### config.mk
export PLATFORM = sky130hd
export DESIGN_NAME = alu_div
export DESIGN_NICKNAME = d
export VERILOG_FILES = /design/src/rtl/alu_div.sv
export SDC_FILE = /design/constraint.sdc
export NUM_CORES = 1
export LEC_CHECK = 0
export ABC_AREA = 0
export CAP_MARGIN = 25
export CORE_MARGIN = 10
export CORE_UTILIZATION = 45
export CTS_BUF_LIST = sky130_fd_sc_hd__clkbuf_2
export DETAILED_ROUTE_END_ITERATION = 16
export HOLD_SLACK_MARGIN = 0.02
export PLACE_DENSITY_LB_ADDON = 0.2
export SLEW_MARGIN = 25
export SYNTH_ARGS = -nofsm -noshare
export SYNTH_HDL_FRONTEND = slang
export SYNTH_SLANG_ARGS = --single-unit
### constraint.sdc
create_clock -name clk -period 5.65 [get_ports clk]
set_input_delay 0.8475 -clock clk [delete_from_list [all_inputs] [get_ports clk]]
set_output_delay 0.8475 -clock clk [all_outputs]
set_load 0.05 [all_outputs]
### src/rtl/alu_div.sv
`default_nettype none
// ============================================================================
// Module  : alu_div
// Brief   : Iterative restoring divider, one quotient bit per clock, with a
//           9-bit request key returned alongside the result. Define
//           ALU_DIV_SIGNED_EN for two's-complement operands (adds a FIX cycle).
// Revision: 1.0  initial release
// ============================================================================
module alu_div #(
  parameter int WIDTH = 32
) (
  input  logic             clk,
  input  logic             rst,
  input  logic             clr,
  input  logic             en,
  input  logic [WIDTH-1:0] inA,
  input  logic [WIDTH-1:0] inB,
  input  logic [8:0]       key_in,
  output logic             ready,
  output logic             valid,
  output logic [WIDTH-1:0] quot,
  output logic [WIDTH-1:0] rem,
  output logic             div0,
  output logic [8:0]       key_out
);

  localparam int CW = $clog2(WIDTH);

  typedef enum logic [1:0] {
    IDLE = 2'd0,
    BUSY = 2'd1,
    FIX  = 2'd2,
    DONE = 2'd3
  } state_t;

  state_t           state_q, state_d;
  logic [WIDTH-1:0] dvd_q, dvd_d;
  logic [WIDTH-1:0] dvs_q, dvs_d;
  logic [WIDTH-1:0] prem_q, prem_d;
  logic [CW-1:0]    cnt_q, cnt_d;
  logic [8:0]       key_q, key_d;
  logic [8:0]       key_out_q, key_out_d;
  logic [WIDTH-1:0] quot_q, quot_d;
  logic [WIDTH-1:0] rem_q, rem_d;
  logic             ready_q, ready_d;
  logic             valid_q, valid_d;
  logic             div0_q, div0_d;

  logic [WIDTH:0]   shift_w;
  logic [WIDTH:0]   diff_w;
  logic [WIDTH-1:0] prem_nxt;
  logic [WIDTH-1:0] dvd_nxt;
  logic [WIDTH-1:0] mag_a;
  logic [WIDTH-1:0] mag_b;

`ifdef ALU_DIV_SIGNED_EN
  logic neg_q, neg_d;
  logic sgn_a_q, sgn_a_d;

  // Magnitude of the most-negative value is correct when read as unsigned.
  assign mag_a = inA[WIDTH-1] ? -inA : inA;
  assign mag_b = inB[WIDTH-1] ? -inB : inB;
`else
  assign mag_a = inA;
  assign mag_b = inB;
`endif

  // Partial remainder stays below the divisor, so WIDTH+1 bits hold the trial sign.
  assign shift_w  = {prem_q, dvd_q[WIDTH-1]};
  assign diff_w   = shift_w - {1'b0, dvs_q};
  assign prem_nxt = diff_w[WIDTH] ? shift_w[WIDTH-1:0] : diff_w[WIDTH-1:0];
  assign dvd_nxt  = {dvd_q[WIDTH-2:0], ~diff_w[WIDTH]};

  always_comb begin
    state_d   = state_q;
    dvd_d     = dvd_q;
    dvs_d     = dvs_q;
    prem_d    = prem_q;
    cnt_d     = cnt_q;
    key_d     = key_q;
    key_out_d = key_out_q;
    quot_d    = quot_q;
    rem_d     = rem_q;
    ready_d   = ready_q;
    valid_d   = 1'b0;
    div0_d    = div0_q;
`ifdef ALU_DIV_SIGNED_EN
    neg_d     = neg_q;
    sgn_a_d   = sgn_a_q;
`endif
    if (clr) begin
      state_d   = IDLE;
      ready_d   = 1'b1;
      cnt_d     = '0;
      quot_d    = '0;
      rem_d     = '0;
      div0_d    = 1'b0;
      key_out_d = '0;
    end else begin
      case (state_q)
        IDLE, DONE: begin
          ready_d = 1'b1;
          if (state_q == DONE) state_d = IDLE;
          if (en) begin
            dvd_d  = mag_a;
            dvs_d  = mag_b;
            prem_d = '0;
            key_d  = key_in;
            cnt_d  = CW'(WIDTH-1);
`ifdef ALU_DIV_SIGNED_EN
            neg_d   = inA[WIDTH-1] ^ inB[WIDTH-1];
            sgn_a_d = inA[WIDTH-1];
`endif
            if (inB == '0) begin
              state_d   = DONE;
              valid_d   = 1'b1;
              quot_d    = '1;
              rem_d     = inA;
              div0_d    = 1'b1;
              key_out_d = key_in;
            end else begin
              state_d = BUSY;
              ready_d = 1'b0;
            end
          end
        end
        BUSY: begin
          dvd_d  = dvd_nxt;
          prem_d = prem_nxt;
          cnt_d  = cnt_q - 1'b1;
          if (cnt_q == '0) begin
            cnt_d = '0;
`ifdef ALU_DIV_SIGNED_EN
            state_d = FIX;
`else
            state_d   = DONE;
            ready_d   = 1'b1;
            valid_d   = 1'b1;
            quot_d    = dvd_nxt;
            rem_d     = prem_nxt;
            div0_d    = 1'b0;
            key_out_d = key_q;
`endif
          end
        end
`ifdef ALU_DIV_SIGNED_EN
        FIX: begin
          state_d   = DONE;
          ready_d   = 1'b1;
          valid_d   = 1'b1;
          quot_d    = neg_q ? -dvd_q : dvd_q;
          rem_d     = sgn_a_q ? -prem_q : prem_q;
          div0_d    = 1'b0;
          key_out_d = key_q;
        end
`endif
        default: begin
          state_d = IDLE;
          ready_d = 1'b1;
        end
      endcase
    end
  end

  always_ff @(posedge clk or negedge rst) begin
    if (!rst) begin
      state_q   <= IDLE;
      dvd_q     <= '0;
      dvs_q     <= '0;
      prem_q    <= '0;
      cnt_q     <= '0;
      key_q     <= '0;
      key_out_q <= '0;
      quot_q    <= '0;
      rem_q     <= '0;
      ready_q   <= 1'b1;
      valid_q   <= 1'b0;
      div0_q    <= 1'b0;
`ifdef ALU_DIV_SIGNED_EN
      neg_q     <= 1'b0;
      sgn_a_q   <= 1'b0;
`endif
    end else begin
      state_q   <= state_d;
      dvd_q     <= dvd_d;
      dvs_q     <= dvs_d;
      prem_q    <= prem_d;
      cnt_q     <= cnt_d;
      key_q     <= key_d;
      key_out_q <= key_out_d;
      quot_q    <= quot_d;
      rem_q     <= rem_d;
      ready_q   <= ready_d;
      valid_q   <= valid_d;
      div0_q    <= div0_d;
`ifdef ALU_DIV_SIGNED_EN
      neg_q     <= neg_d;
      sgn_a_q   <= sgn_a_d;
`endif
    end
  end

  assign ready   = ready_q;
  assign valid   = valid_q;
  assign quot    = quot_q;
  assign rem     = rem_q;
  assign div0    = div0_q;
  assign key_out = key_out_q;

endmodule
`default_nettype wire

== Word level (Yosys, flattened, before mapping) ==
Index checks and enable logic that the tools add are counted.
Operators by class
  $add $sub $neg: 2
  equality and inequality tests: 7
  mux-type cells: 44
  bitwise logic cells: 2
  reductions and logical operators: 11
Operators by type and width (count)
  32-bit 2-to-1 mux: 11
  32-bit one-hot mux with 2 select lines: 4
  9-bit 2-to-1 mux: 4
  33-bit by 32-bit subtractor with 33-bit output: 1
  32-bit logical NOT: 1
  9-bit one-hot mux with 2 select lines: 1
  5-bit 2-to-1 mux: 3
  1-bit 2-to-1 mux: 11
  2-bit 2-to-1 mux: 5
  5-bit one-hot mux with 2 select lines: 1
  3-bit != test, second input constant: 3
  1-bit one-hot mux with 2 select lines: 3
  3-bit AND reduction: 2
  5-bit logical NOT: 1
  5-bit by 1-bit subtractor with 5-bit output, second input constant: 1
  4-bit != test, second input constant: 1
  2-bit one-hot mux with 2 select lines: 1
  2-bit AND reduction: 2
  4-bit AND reduction: 1
  3-bit nonzero test: 1
  2-bit by 1-bit equality test with 1-bit output, second input constant: 1
  2-bit equality test, second input constant: 1
  2-bit logical NOT: 1
  2-bit != test, second input constant: 1
  other kinds (3): 4
Storage, ports and cells
  register bits after elaboration: 188
  input bits: 77
  output and inout bits: 76

== Depth between registers and ports, before layout ==
  depth in word-level cells: 5
  mapped depth: 15

== Least setup slack after synthesis ==
No wires, ideal clock.
  path type: register to register
  start point: reg dvd_q[31]
  end point: reg rem_q[19] (netlist: rem[19])
  arrival time: 2.866 ns
  data required time: 5.526 ns
  slack: 2.660 ns
  stages on the path, launching flop included: 15
  period minus slack after synthesis: 2.990 ns
  cells stage by stage: dfrtp_1 > inv_1 > ha_1 > fa_1 > nand2b_1 > a21oi_2 > o221ai_2 > a21oi_2 > a21oi_4 > mux2i_2 > nand2_4 > buf_12 > mux2i_1 > nor2_1 > o31a_1
On the way
  word-level cells in the longest chain between the ends: 5
Ends and longest elaborated chain
  start: declaration: RTL line 37  | logic [WIDTH-1:0] dvd_q, dvd_d;
  start signal: assignment: RTL line 185  | dvd_q <= dvd_d;
  33-bit by 32-bit subtractor with 33-bit output: RTL line 70  | assign diff_w = shift_w - {1'b0, dvs_q};
  32-bit 2-to-1 mux: RTL line 71  | assign prem_nxt = diff_w[WIDTH] ? shift_w[WIDTH-1:0] : diff_w[WIDTH-1:0];
  32-bit 2-to-1 mux: RTL line 131  | if (cnt_q == '0) begin
  32-bit one-hot mux with 2 select lines: RTL line 100  | case (state_q)
  32-bit 2-to-1 mux: RTL line 91  | if (clr) begin
  end signal: assignment: RTL line 192  | rem_q <= rem_d;
  end: declaration: RTL line 44  | logic [WIDTH-1:0] rem_q, rem_d;
Every way passes these cells. The select of a mux whose other input is x is not followed.
A chain may end at the register's enable or synchronous reset.

== Final worst setup path ==
  start point: reg dvd_q[31]
  end point: reg rem_q[2] (netlist: rem[2])
Same word-level chain as after synthesis.

==> reports/results.tsv <==
metric	value	unit
clk_skew	34.28	ps
Cells after Synth	1115	
Resized Gates After CTS	0	
Leakage Power	5.317	nW
boundary pin count	153	
DRC Markers	0	
Clk pwr share	0.137	
library cells used by synthesis	67	
post-cts hold buffer count	0	
GRT Total Usage	0.1974	
vias in the first global route	8494	
sequential area share after synthesis	0.4622	
row cnt	54	
global-route wire length before repair	45.81	mm
Slew Limit Fails	0	
Post-synth EDFFs	0	
CP endpoint kind	register	
post-route minimum period	3800	ps
die span in x	170.4	µm
worst-path fanout max	37	
outcome	finished, final reports clean	
Seq cells post-synth	188	
setup bufs post-CTS	0	
internal cell power	2.882	mW
Critical Path Source	dvd_q[31]	
maximum clock insertion buffer count	2	
# Max-Cap Violations	0	
dpl hpwl	21.05	mm
Core Box Area	0.02203	mm²
slowest cell delay on critical path	440	ps
final WL	28.70	mm
synthesized area per cell	9.132	µm²
worst slew pin tran	859.0	ps
P_sw	2.429	mW
critical path's most frequent cell	a21oi_2	
grt ovf	0	
Slew HR	0.4273	
fmax	263.1	MHz
CTS sink count	188	
Max IR drop VDD	0.2365	mV
Yosys top cell area share	0.4596	
area leader, netlist	dfrtp_1	
Filler cells	2026	
largest net degree at the start of global routing	102	
Main synth FF type	dfrtp_1	
DR iter-0 viols	703	
Die Height	170.4	µm
synthesized area	0.01018	mm²
routability cong.	0.8870	
First-pass DRT Iterations	5	
switch share	0.4573	
vias	8453	
startpoint type of the worst setup path	register	
worst hold slack	105.0	ps
Layout Utilization	0.5528	
ys async rst share	1.000	
slowest cell on the critical path	dfrtp_1	
total negative setup slack	0	ps
total CTS buffers	17	
IO Port Bufs	152	
PD cells	436.2	mW/mm²
RSZ-0062 raised after global routing	false	
worst skew pair latency	780	ps
worst path arrival time	4480	ps
detailed-route wire length per cell	18.93	µm
Die ar.	0.02904	mm²
Seq pwr share	0.372	
Gate power share	0.491	
Detail Route Antenna Nets	0	
# H-tree levels	4	
final hold violations	0	
Setup CP Type	reg -> reg	
beginning of the worst register-to-register path	dvd_q[31]	
Crit path required time	6330	ps
root buffer cell	clkbuf_2	
Setup violations, final	0	
CTS tree	built	
fin crit share	0.6726	
worst hold path type	in -> async	
initial antenna violation count	2	
Mapped Nets	1229	
YS warnings	0	
Layout area overhead	19.59	%
layout net count	1335	
main area contributors after synthesis	dfrtp_1, nand2_1, o21ai_0, ha_1, nor2_1	
clk slew on worst S/H paths	280	ps
crit path cell chain	inv_1 > ha_1 > fa_1 > nand2b_1 > a21oi_2 > o221ai_2 > a21oi_2 > a21oi_4 > mux2i_2 > buf_4 > nand2_4 > mux2_2 > a211oi_1 > nor3_1	
initial cell density of the core	0.4623	
layout cell share with drive strength beyond 1	0.07293	
vias per inst	5.576	
## critical path: cells and delay by family (launching register included)
| family | cells | cell delay (ps) |
|---|---|---|
| compound gates | 5 | 1090 |
| mux | 2 | 590 |
| buf+inv | 2 | 240 |
| simple gates | 3 | 720 |
| flops | 1 | 440 |
| fa+ha+maj | 2 | 630 |
## cell families after synthesis
kind of cell,Yosys count,share of synthesized area
XOR/XNOR,28,0.02408
AND/OR/NAND/NOR,336,0.1439
AO/OA/AOI/OAI,338,0.2130
adder cells (fa/ha/maj),37,0.04620
multiplexers,55,0.05677
buffers and inverters,133,0.05394
flip-flops,188,0.4622
## sequential cells by signal (all words and copies together), names as in the netlist, 2 cells and up
signal / cells
key_q: 9
dvd_q: 32
rem: 32
prem_q: 32
state_q: 2
dvs_q: 32
quot: 32
cnt_q: 5
key_out: 9
## per-layer routing
layer | routed length (µm) | track usage | vias up
met1 | 12420 | 0.2453 | 4076
met5 | 14 | 0 | -
met3 | 1562 | 0.05160 | 32
li1 | - | - | 4142
met4 | 530 | 0.04958 | 2
met2 | 14180 | 0.3343 | 201
## layout make-up
class | instances | area (µm²) | share of cell area
tap | 280 | 350.3 | 0.02877
multi-input combinational | 794 | 4982 | 0.4092
clock buffer | 17 | 85.08 | 0.006987
timing repair buffer | 165 | 1678 | 0.1378
sequential | 188 | 4706 | 0.3865
inverter | 55 | 206.4 | 0.01695
clock inverter | 15 | 163.9 | 0.01346
antenna | 2 | 5.005 | 0.0004110
## power groups by stage
stage,Clock (mW),Sequential [mW],Combinational [mW]
after floorplan,0,2.38,1.41
after detailed placement,0,2.01,2.62
after global routing,0.794,2.03,2.87
after CTS,0.736,1.98,2.63
final,0.725,1.98,2.61
after global placement,0,2.00,2.54
## cells in the final DEF, fill, tap and decap left out, types with 7 or more instances in the layout
cell,instances
a211oi_1,24
a21o_1,17
a21oi_1,68
a311oi_1,23
a31oi_1,25
buf_4,10
clkbuf_2,17
clkdlybuf4s50_1,150
dfrtp_1,187
ha_1,35
inv_1,54
mux2_2,19
mux2i_1,35
nand2_1,159
nand2b_1,9
nand4_1,7
nor2_1,94
nor2b_1,11
nor3_1,14
nor4_1,12
o21ai_0,110
o31a_1,7
o31ai_1,15
xnor2_1,16
xor2_1,12
## stage by stage
stage          worst slack (ps)  instance area (µm²)  power, mW  instances
2_1_floorplan              2660                10180      3.792       1115
5_1_grt                    1624                12180      5.691       1516
3_3_place_gp               1487                11840      4.543       1479
3_5_place_dp               1353                11920      4.625       1482
4_1_cts                    1820                12170      5.342       1514
6_report                   1850                12180      5.311       1516
## path summary, 6_finish.rpt
kind | end | slack, ps | depth (start not counted)
min in group clk | quot[27] | 530 | 2
hold / removal | key_q[6] | 100 | 1
hold reg to reg | quot[27] | 530 | 2
setup reg to reg | rem[2] | 1850 | 14
setup / recovery | rem[2] | 1850 | 14
max in group asynchronous | prem_q[11] | 4400 | 2
## cells in the mapped netlist, types with 3 or more instances
cell type,count
mux2i_1,35
or3_1,6
a21o_1,17
nor3_1,15
o31a_1,7
o21ai_1,8
o21a_1,3
xnor2_1,16
a21oi_2,4
a211oi_1,24
nand2_1,159
nor2b_1,12
nand3_1,6
and3_1,3
nand2b_1,9
nand4_1,7
ha_1,36
o211ai_1,6
nor4_1,12
buf_2,7
xor2_1,12
a311oi_1,23
and2_1,4
a21oi_1,68
a311o_1,4
buf_1,5
a31oi_1,25
clkbuf_1,60
nor2_1,94
o211a_1,3
nor3_2,3
dfrtp_1,187
mux2_2,19
o21ai_0,110
o31ai_1,15
inv_1,55
Note: power is estimated with default switching activity, not from simulation.
